<file path="src/rtl/clk_div_ctrl.sv">
// clk_div_ctrl: free-running counter plus glitch-free CPU clock source selector (fast tap, slow tap, divider, single step)
module clk_div_ctrl #(
    parameter int CNT_W    = 32,
    parameter int FAST_TAP = 2,
    parameter int SLOW_TAP = 24,
    parameter int DIV_W    = 16,
    parameter int HOLD_CYC = 2,
    parameter int STEP_HI  = 4
) (
    input  logic             clk,
    input  logic             rst,
    input  logic [1:0]       mode,
    input  logic [DIV_W-1:0] div_val,
    input  logic             step,
    output logic [CNT_W-1:0] clkdiv,
    output logic             Clk_CPU,
    output logic             cpu_rise,
    output logic             busy
);
    localparam int HW = $clog2(HOLD_CYC + 1);
    localparam int SW = $clog2(STEP_HI + 1);

    typedef enum logic [1:0] {RUN, PARK, HOLD} state_t;

    state_t           state_q, state_d;
    logic [1:0]       act_q, act_d;
    logic [CNT_W-1:0] clkdiv_q;
    logic             clk_q, clk_d, rise_q, busy_q, busy_d;
    logic [DIV_W-1:0] div_cnt_q, div_cnt_d, div_lat_q, div_lat_d;
    logic [SW-1:0]    step_cnt_q, step_cnt_d;
    logic [HW-1:0]    hold_q, hold_d;
    logic [2:0]       sync_q;
    logic             step_ev, div_wrap, drive, src_clk;

    // sync_q[2] holds the previous synchronized level, so a 0->1 between [2] and [1] is one step event
    assign step_ev  = sync_q[1] & ~sync_q[2];
    assign div_wrap = div_cnt_q == div_lat_q;
    // the old source keeps running in PARK until its high phase has finished
    assign drive    = state_q == RUN || (state_q == PARK && clk_q);
    assign src_clk  = act_q == 2'b00 ? clkdiv_q[FAST_TAP] :
                      act_q == 2'b01 ? clkdiv_q[SLOW_TAP] :
                      act_q == 2'b10 ? clk_q ^ div_wrap :
                      step_cnt_q != '0 ? step_cnt_q != SW'(1) : step_ev;

    assign clkdiv   = clkdiv_q;
    assign Clk_CPU  = clk_q;
    assign cpu_rise = rise_q;
    assign busy     = busy_q;

    // next state: drive the active source, park it low, hold low, then adopt the requested mode
    always_comb begin
        state_d    = state_q;
        act_d      = act_q;
        clk_d      = 1'b0;
        busy_d     = busy_q;
        div_cnt_d  = div_cnt_q;
        div_lat_d  = div_lat_q;
        step_cnt_d = step_cnt_q;
        hold_d     = hold_q;
        if (drive) begin
            clk_d = src_clk;
            if (act_q == 2'b10) begin
                div_cnt_d = div_wrap ? '0 : div_cnt_q + 1'b1;
                div_lat_d = div_wrap ? div_val : div_lat_q;
            end
            if (act_q == 2'b11)
                step_cnt_d = step_cnt_q != '0 ? step_cnt_q - 1'b1 : step_ev ? SW'(STEP_HI) : '0;
        end
        case (state_q)
            RUN: if (mode != act_q) begin
                busy_d  = 1'b1;
                state_d = PARK;
            end
            PARK: if (!clk_q) begin
                hold_d  = HW'(HOLD_CYC);
                state_d = HOLD;
            end
            HOLD: begin
                hold_d = hold_q - 1'b1;
                if (hold_q == HW'(1)) begin
                    state_d    = RUN;
                    act_d      = mode;
                    div_cnt_d  = '0;
                    div_lat_d  = div_val;
                    step_cnt_d = '0;
                    busy_d     = 1'b0;
                end
            end
            default: state_d = RUN;
        endcase
    end

    // state registers; reset aborts any switch or step pulse immediately
    always_ff @(posedge clk or posedge rst) begin
        if (rst) begin
            state_q    <= RUN;
            act_q      <= 2'b00;
            clkdiv_q   <= '0;
            clk_q      <= 1'b0;
            rise_q     <= 1'b0;
            busy_q     <= 1'b0;
            div_cnt_q  <= '0;
            div_lat_q  <= '0;
            step_cnt_q <= '0;
            hold_q     <= '0;
            sync_q     <= '0;
        end else begin
            state_q    <= state_d;
            act_q      <= act_d;
            clkdiv_q   <= clkdiv_q + 1'b1;
            clk_q      <= clk_d;
            rise_q     <= clk_d & ~clk_q;
            busy_q     <= busy_d;
            div_cnt_q  <= div_cnt_d;
            div_lat_q  <= div_lat_d;
            step_cnt_q <= step_cnt_d;
            hold_q     <= hold_d;
            sync_q     <= {sync_q[1:0], step};
        end
    end
endmodule

</file>
<file path="config.mk">
export PLATFORM = sky130hd
export DESIGN_NAME = clk_div_ctrl
export DESIGN_NICKNAME = d
export VERILOG_FILES = /design/src/rtl/clk_div_ctrl.sv
export SDC_FILE = /design/constraint.sdc
export NUM_CORES = 1
export LEC_CHECK = 0
export CORE_ASPECT_RATIO = 0.8
export CORE_MARGIN = 5
export CORE_UTILIZATION = 45
export DETAILED_ROUTE_END_ITERATION = 10
export HOLD_SLACK_MARGIN = 0.1
export PLACE_DENSITY = 0.68
export SLEW_MARGIN = 20
export SYNTH_ARGS = -nofsm -noshare
export SYNTH_HDL_FRONTEND = slang
export SYNTH_SLANG_ARGS = --single-unit
</file>
<file path="constraint.sdc">
create_clock -name clk -period 2.38 [get_ports clk]
set_input_delay 0.238 -clock clk [delete_from_list [all_inputs] [get_ports clk]]
set_output_delay 0.238 -clock clk [all_outputs]
set_load 0.02 [all_outputs]
</file>
# == Word level (Yosys, flattened, before mapping) ==
# Cells that the tools add are included.
# totals
register_bits,79
latchBits,0
mem_bits_rw,0
rom_bits,0
inputBits,21
output_inout_bits,35
wordCells,72
memories,0
# classes
n_addsub,4
mul,0
div,0
magnitude_cmp,0
n_eq_ne,12
n_shift,0
muxes,29
bitwise_logic,5
reduce_logical,11
# ops
cell,count
$mux 16,10
$add 32x1->32 const B,1
$mux 3,6
$add 16x1->16 const B,1
$eq 16x16->1,1
$mux 1,7
$eq 2x1->1 const B,3
$eq 2x2->1 const B,3
$mux 2,3
$pmux 2 s3,1
$reduce_and 3->1,2
$logic_not 2->1,2
$ne 2x2->1 const B,2
$pmux 2 s2,1
$reduce_and 2->1,2
$reduce_bool 2->1,2
$ne 3x1->1 const B,1
$reduce_bool 3->1,1
$sub 3x1->3 const B,1
$and 1x1->1,2
$ne 2x1->1 const B,1
$ne 2x2->1,1
$not 1->1,2
$pmux 1 s2,1
other kinds (4),4

# == Longest topological paths before layout ==
# logic_depth
ltp_word,8
mapped_depth,7
mapped_depth_nobuf,6

# == Worst setup path before layout ==
# Ideal clock, no wire load.
# synth_path
path_kind,register -> register
startpoint,register div_cnt_q[5]
endpoint,register div_lat_q[10]
setup_ns,0.125
arrival_time_ns,1.900
required_ns,2.255
setup_slack_ns,0.355
path_stages_with_launch,7
n_path_buf,1
synth_period_minus_slack_ns,2.025
cell_sequence,dfrtp_1 xor2_1 nor4_2 nand4_2 o21ai_4 buf_12 mux2_4
# synth_between
elab_chain_cells,6
# synth_lines
item,line,source
start: declaration,29,"logic [DIV_W-1:0] div_cnt_q, div_cnt_d, div_lat_q, div_lat_d;"
start signal: assignment,114,div_cnt_q <= div_cnt_d;
$eq 16x16->1 *,37,assign div_wrap = div_cnt_q == div_lat_q;
$mux 16 *,64,div_lat_d = div_wrap ? div_val : div_lat_q;
$mux 16 *,62,if (act_q == 2'b10) begin
$mux 16 *,60,if (drive) begin
$mux 16,80,if (hold_q == HW'(1)) begin
$mux 16 *,69,case (state_q)
net div_lat_d[10],29,
end signal: assignment,115,div_lat_q <= div_lat_d;
end: declaration,29,
# Mark *: on every way through the listed nets, which the timed path passes. The rest lies on a longest branch.
# A chain may end at the register's enable or synchronous reset.

# == Final worst setup path ==
# layout_path
startpoint,register act_q[0]
endpoint,register div_lat_q[1]
# layout_between
elab_chain_cells,5
# layout_lines
item,line,source
start: declaration,26,"logic [1:0] act_q, act_d;"
start signal: assignment,109,act_q <= act_d;
$eq 2x2->1 *,62,
$mux 16 *,62,
$mux 16 *,60,
$mux 16,80,
$mux 16 *,69,
net div_lat_d[1],29,
# Marked as above.

==> out/metrics.sh <==
ANTENNA_CELLS=0
SYNTH.NET_COUNT=350
MAPPEDNETLISTAREA_SQ_UM=3735
DESIGN.CORE.AREA_SQ_UM=8019
WORSTPATHARRIVAL_NS=2.32
VIA_PER_INST=5.168
POST_CTS_RESIZE_COUNT=0
RESULT_OF_THE_RUN='completed'
FINALMAXSLEWVIOLATIONS=0
PEAKVDDDROP_uV=364.1
TIMING.CRITICAL_PATH.FANOUT_MAX=28
SYNTH_FLOP_CELL='sky130_fd_sc_hd__dfrtp_1'
WORST-ENDPOINT-REQUIRED_NS=2.63
WORSTSETUPENDPOINTTYPE='flop'
LAYOUT.CELL_AREA.NON_FILLER_SQ_UM=4691
CTSLONGESTPATHBUFFERS=2
NUMBER_OF_PORTS_PLACED_ON_THE_DIE_BOUNDARY=56
NETLIST.AREA_LEADER.SHARE_PCT=52.93
SYNTH_EDF_COUNT=0
SYNTHMOSTINSTANTIATEDCELL='sky130_fd_sc_hd__dfrtp_1'
DPL.HPWL_MM=5.653
HOLD_VIOLATIONS=0
NUMCLOCKSINKS=79
ROUTED_WIRELENGTH_MM=7.956
AREAGROWTHSYNTHTOFINISH_PCT=25.59
FINAL_MIN_PERIOD_OVER_CLOCK_PERIOD_PCT=86.88
WIRELENGTH_MET1_MM=3.827
GP_CONGESTION=0.8023
CTS.REPAIR_TIMING.SETUP_BUFFER_COUNT=0
MET2WIRELENGTH_MM=3.587
YOSYSWARNINGS=0
GRT_ANTENNA_BEFORE_REPAIR=0
CLKSLEWWORSTSETUPHOLDPATHS_NS=0.08
SYNTH-ASYNC-RESET-RATIO_PCT=100.0
GLOBALROUTEOVERFLOWTOTAL=0
LAYOUT.NETS=417
WORST-SETUP-PATH-TYPE='flop to flop'
CTS_INSERTED_BUFFERS=9
DRTANTENNAVIOLNETS=0
FLOORPLAN.DIE_AREA_SQ_UM=10230
INITIAL_CORE_UTIL_PCT=46.58
DPL_CELL_AREA_SQ_UM=4447
DIE-WIDTH_UM=111.9
CTS_TREE='built'
SYNTH.CELLS.MOST_FREQUENT='sky130_fd_sc_hd__dfrtp_1, sky130_fd_sc_hd__xor2_1, sky130_fd_sc_hd__nor2_1, sky130_fd_sc_hd__nand2_1, sky130_fd_sc_hd__xnor2_1'
CLKLATENCYLATEPIN_NS=0.36
FINALCRITICALPERIOD_NS=2.068
TIMING.FINAL.WS_SETUP_NS=0.3123
POSTSYNTHAREAPERCELL_SQ_UM=11.46
HOLDBUFCOUNTCTS=0
POST_ROUTE_CELLS_DRIVE_ABOVE_1_SHARE_PCT=12.81
GRT_PASS1_VIAS=2758
WORST_SETUP_TIMING_SLACK_AT_THE_PLACEMENT_STAGE_NS=0.3139
GRT_UTIL_ALL_LAYERS_PCT=16.72
TOTAL_NUMBER_OF_VIAS=2615
ROUTED-WL-MET3_UM=432
DRC_MARKERS=0
POWER-PER-CELL-AREA_nW_PER_UM2=854.7
MAXSLEWHEADROOM_PCT=56.42
FP.DIEH_UM=91.49
DRT-WIRELENGTH-PER-CELL_UM=15.72
DETAIL_ROUTE.ITER0.VIOLATIONS=114
TOP_LAYER_USED='met4'
SYNTH_REGISTER_BITS=79
CLOCK.FMAX_MHz=483.6
GRT_FIRST_PASS_WIRELENGTH_MM=13.79
MAX_SLEW.WORST_PIN.SLEW_NS=0.6477
NETLIST-CELL-TYPE-COUNT=45
PORT_BUFFERS=55
WORST_CLOCK_SKEW_NS=0.01023
MAXIMUM_NUMBER_OF_PINS_ON_ONE_NET_BEFORE_GLOBAL_ROUTE_REPAIR=41
HTREE_NUM_LEVELS=3
GRT_SETUP_UNREPAIRED='no'
POWER_LEAKAGE_nW=2.097
CLK_ROOT_BUFFER_CELL='sky130_fd_sc_hd__clkbuf_8'
DRT_PRE_ANTENNA_ITERS=4
FIN_SETUP_TNS_NS=0
HOLD_PATH.CLASS='input port to async pin'
FP-ROW-COUNT=29
CRIT_PATH_START_KIND='flop'
SYNTHTOPCELLSBYAREA='sky130_fd_sc_hd__dfrtp_1, sky130_fd_sc_hd__xor2_1, sky130_fd_sc_hd__xnor2_1'
MAX-CAP-VIOLATIONS=0
HOLD-WORST-SLACK_NS=0.1834
NETLIST_INSTANCES=326
SEQUENTIAL_TO_TOTAL_AREA_SHARE_FROM_YOSYS_STAT_PCT=52.93
YOSYS.AREA.TOP_TYPE='sky130_fd_sc_hd__dfrtp_1'
REGTOREGSETUPSLACK_NS=0.31
FINALSETUPVIOLCOUNT=0
-- power breakdown --
part	leakage, nW	switching [mW]	total [mW]	internal (mW)
sequential	1.03	0.253	1.83	1.58
combinational	0.943	0.459	0.968	0.509
clock	0.120	0.509	1.21	0.700
total	2.10	1.22	4.01	2.79
-- through the flow --
step                      cells  util [%]  power [mW]
after global routing        506     58.50       4.259
after detailed placement    490     55.45       2.827
after global placement      490     55.45       2.796
final                       506     58.50       4.009
after CTS                   506     58.50       4.060
after floorplan             326         -       2.558
-- worst max-delay path, cell delays in order, from the launching register on --
cell	delay, ns
sky130_fd_sc_hd__dfrtp_1	0.45
sky130_fd_sc_hd__nand2b_2	0.24
sky130_fd_sc_hd__or3_1	0.49
sky130_fd_sc_hd__o21ai_4	0.21
sky130_fd_sc_hd__buf_12	0.20
sky130_fd_sc_hd__mux2_2	0.35
-- area by class of cell --
cell class | count | area, sq um
clock buffers | 9 | 123.9
well taps | 108 | 135.1
clock inverters | 7 | 120.1
repair buffers | 61 | 620.6
flip-flops and latches | 79 | 1977
fillers | 684 | 3328
multi-input cells | 238 | 1699
inverters | 4 | 15.01
-- path summary, 6_finish.rpt --
check | cells after the start | end | start
worst min-delay path | 2 | clkdiv[1] | rst
worst max-delay path | 5 | div_lat_q[1] | act_q[0]
worst max register to register | 5 | div_lat_q[1] | act_q[0]
min in group clk | 1 | sync_q[0] | step
worst min register to register | 0 | sync_q[1] | sync_q[0]
max in group asynchronous | 3 | div_lat_q[8] | rst
-- cells by family after synthesis --
| kind of cell | synth area share, % |
|---|---|
| AO/OA/AOI/OAI | 2.948 |
| multiplexers | 6.633 |
| flip-flops | 52.93 |
| XOR/XNOR | 14.07 |
| adder cells (fa/ha/maj) | 1.005 |
| buffers and inverters | 1.574 |
| AND/OR/NAND/NOR | 20.84 |
-- layer usage --
metal	GRT usage, %	up-vias
li1	-	1264
met1	23.42	1282
met2	24.45	59
met3	6.645	10
met4	3.850	0
met5	0	-
-- cells in the final DEF, fill, tap and decap left out, drive strengths merged, types with 5 or more instances in the layout --
cell type,count
inv,5
a21oi,5
nor2b,5
nor2,31
nand2,27
nand3,20
clkdlybuf4s50,55
buf,6
nand2b,5
xnor2,21
mux2,17
nor4,10
nand4,13
dfrtp,79
and3,6
clkbuf,9
xor2,39
-- state kept, by name, indices dropped and copies added, names as in the netlist --
name,flops
Clk_CPU,1
act_q,2
busy,1
clkdiv,32
cpu_rise,1
div_cnt_q,16
div_lat_q,16
hold_q,2
state_q,2
step_cnt_q,3
sync_q,3
No activity file was read; power rests on OpenSTA's default activity.
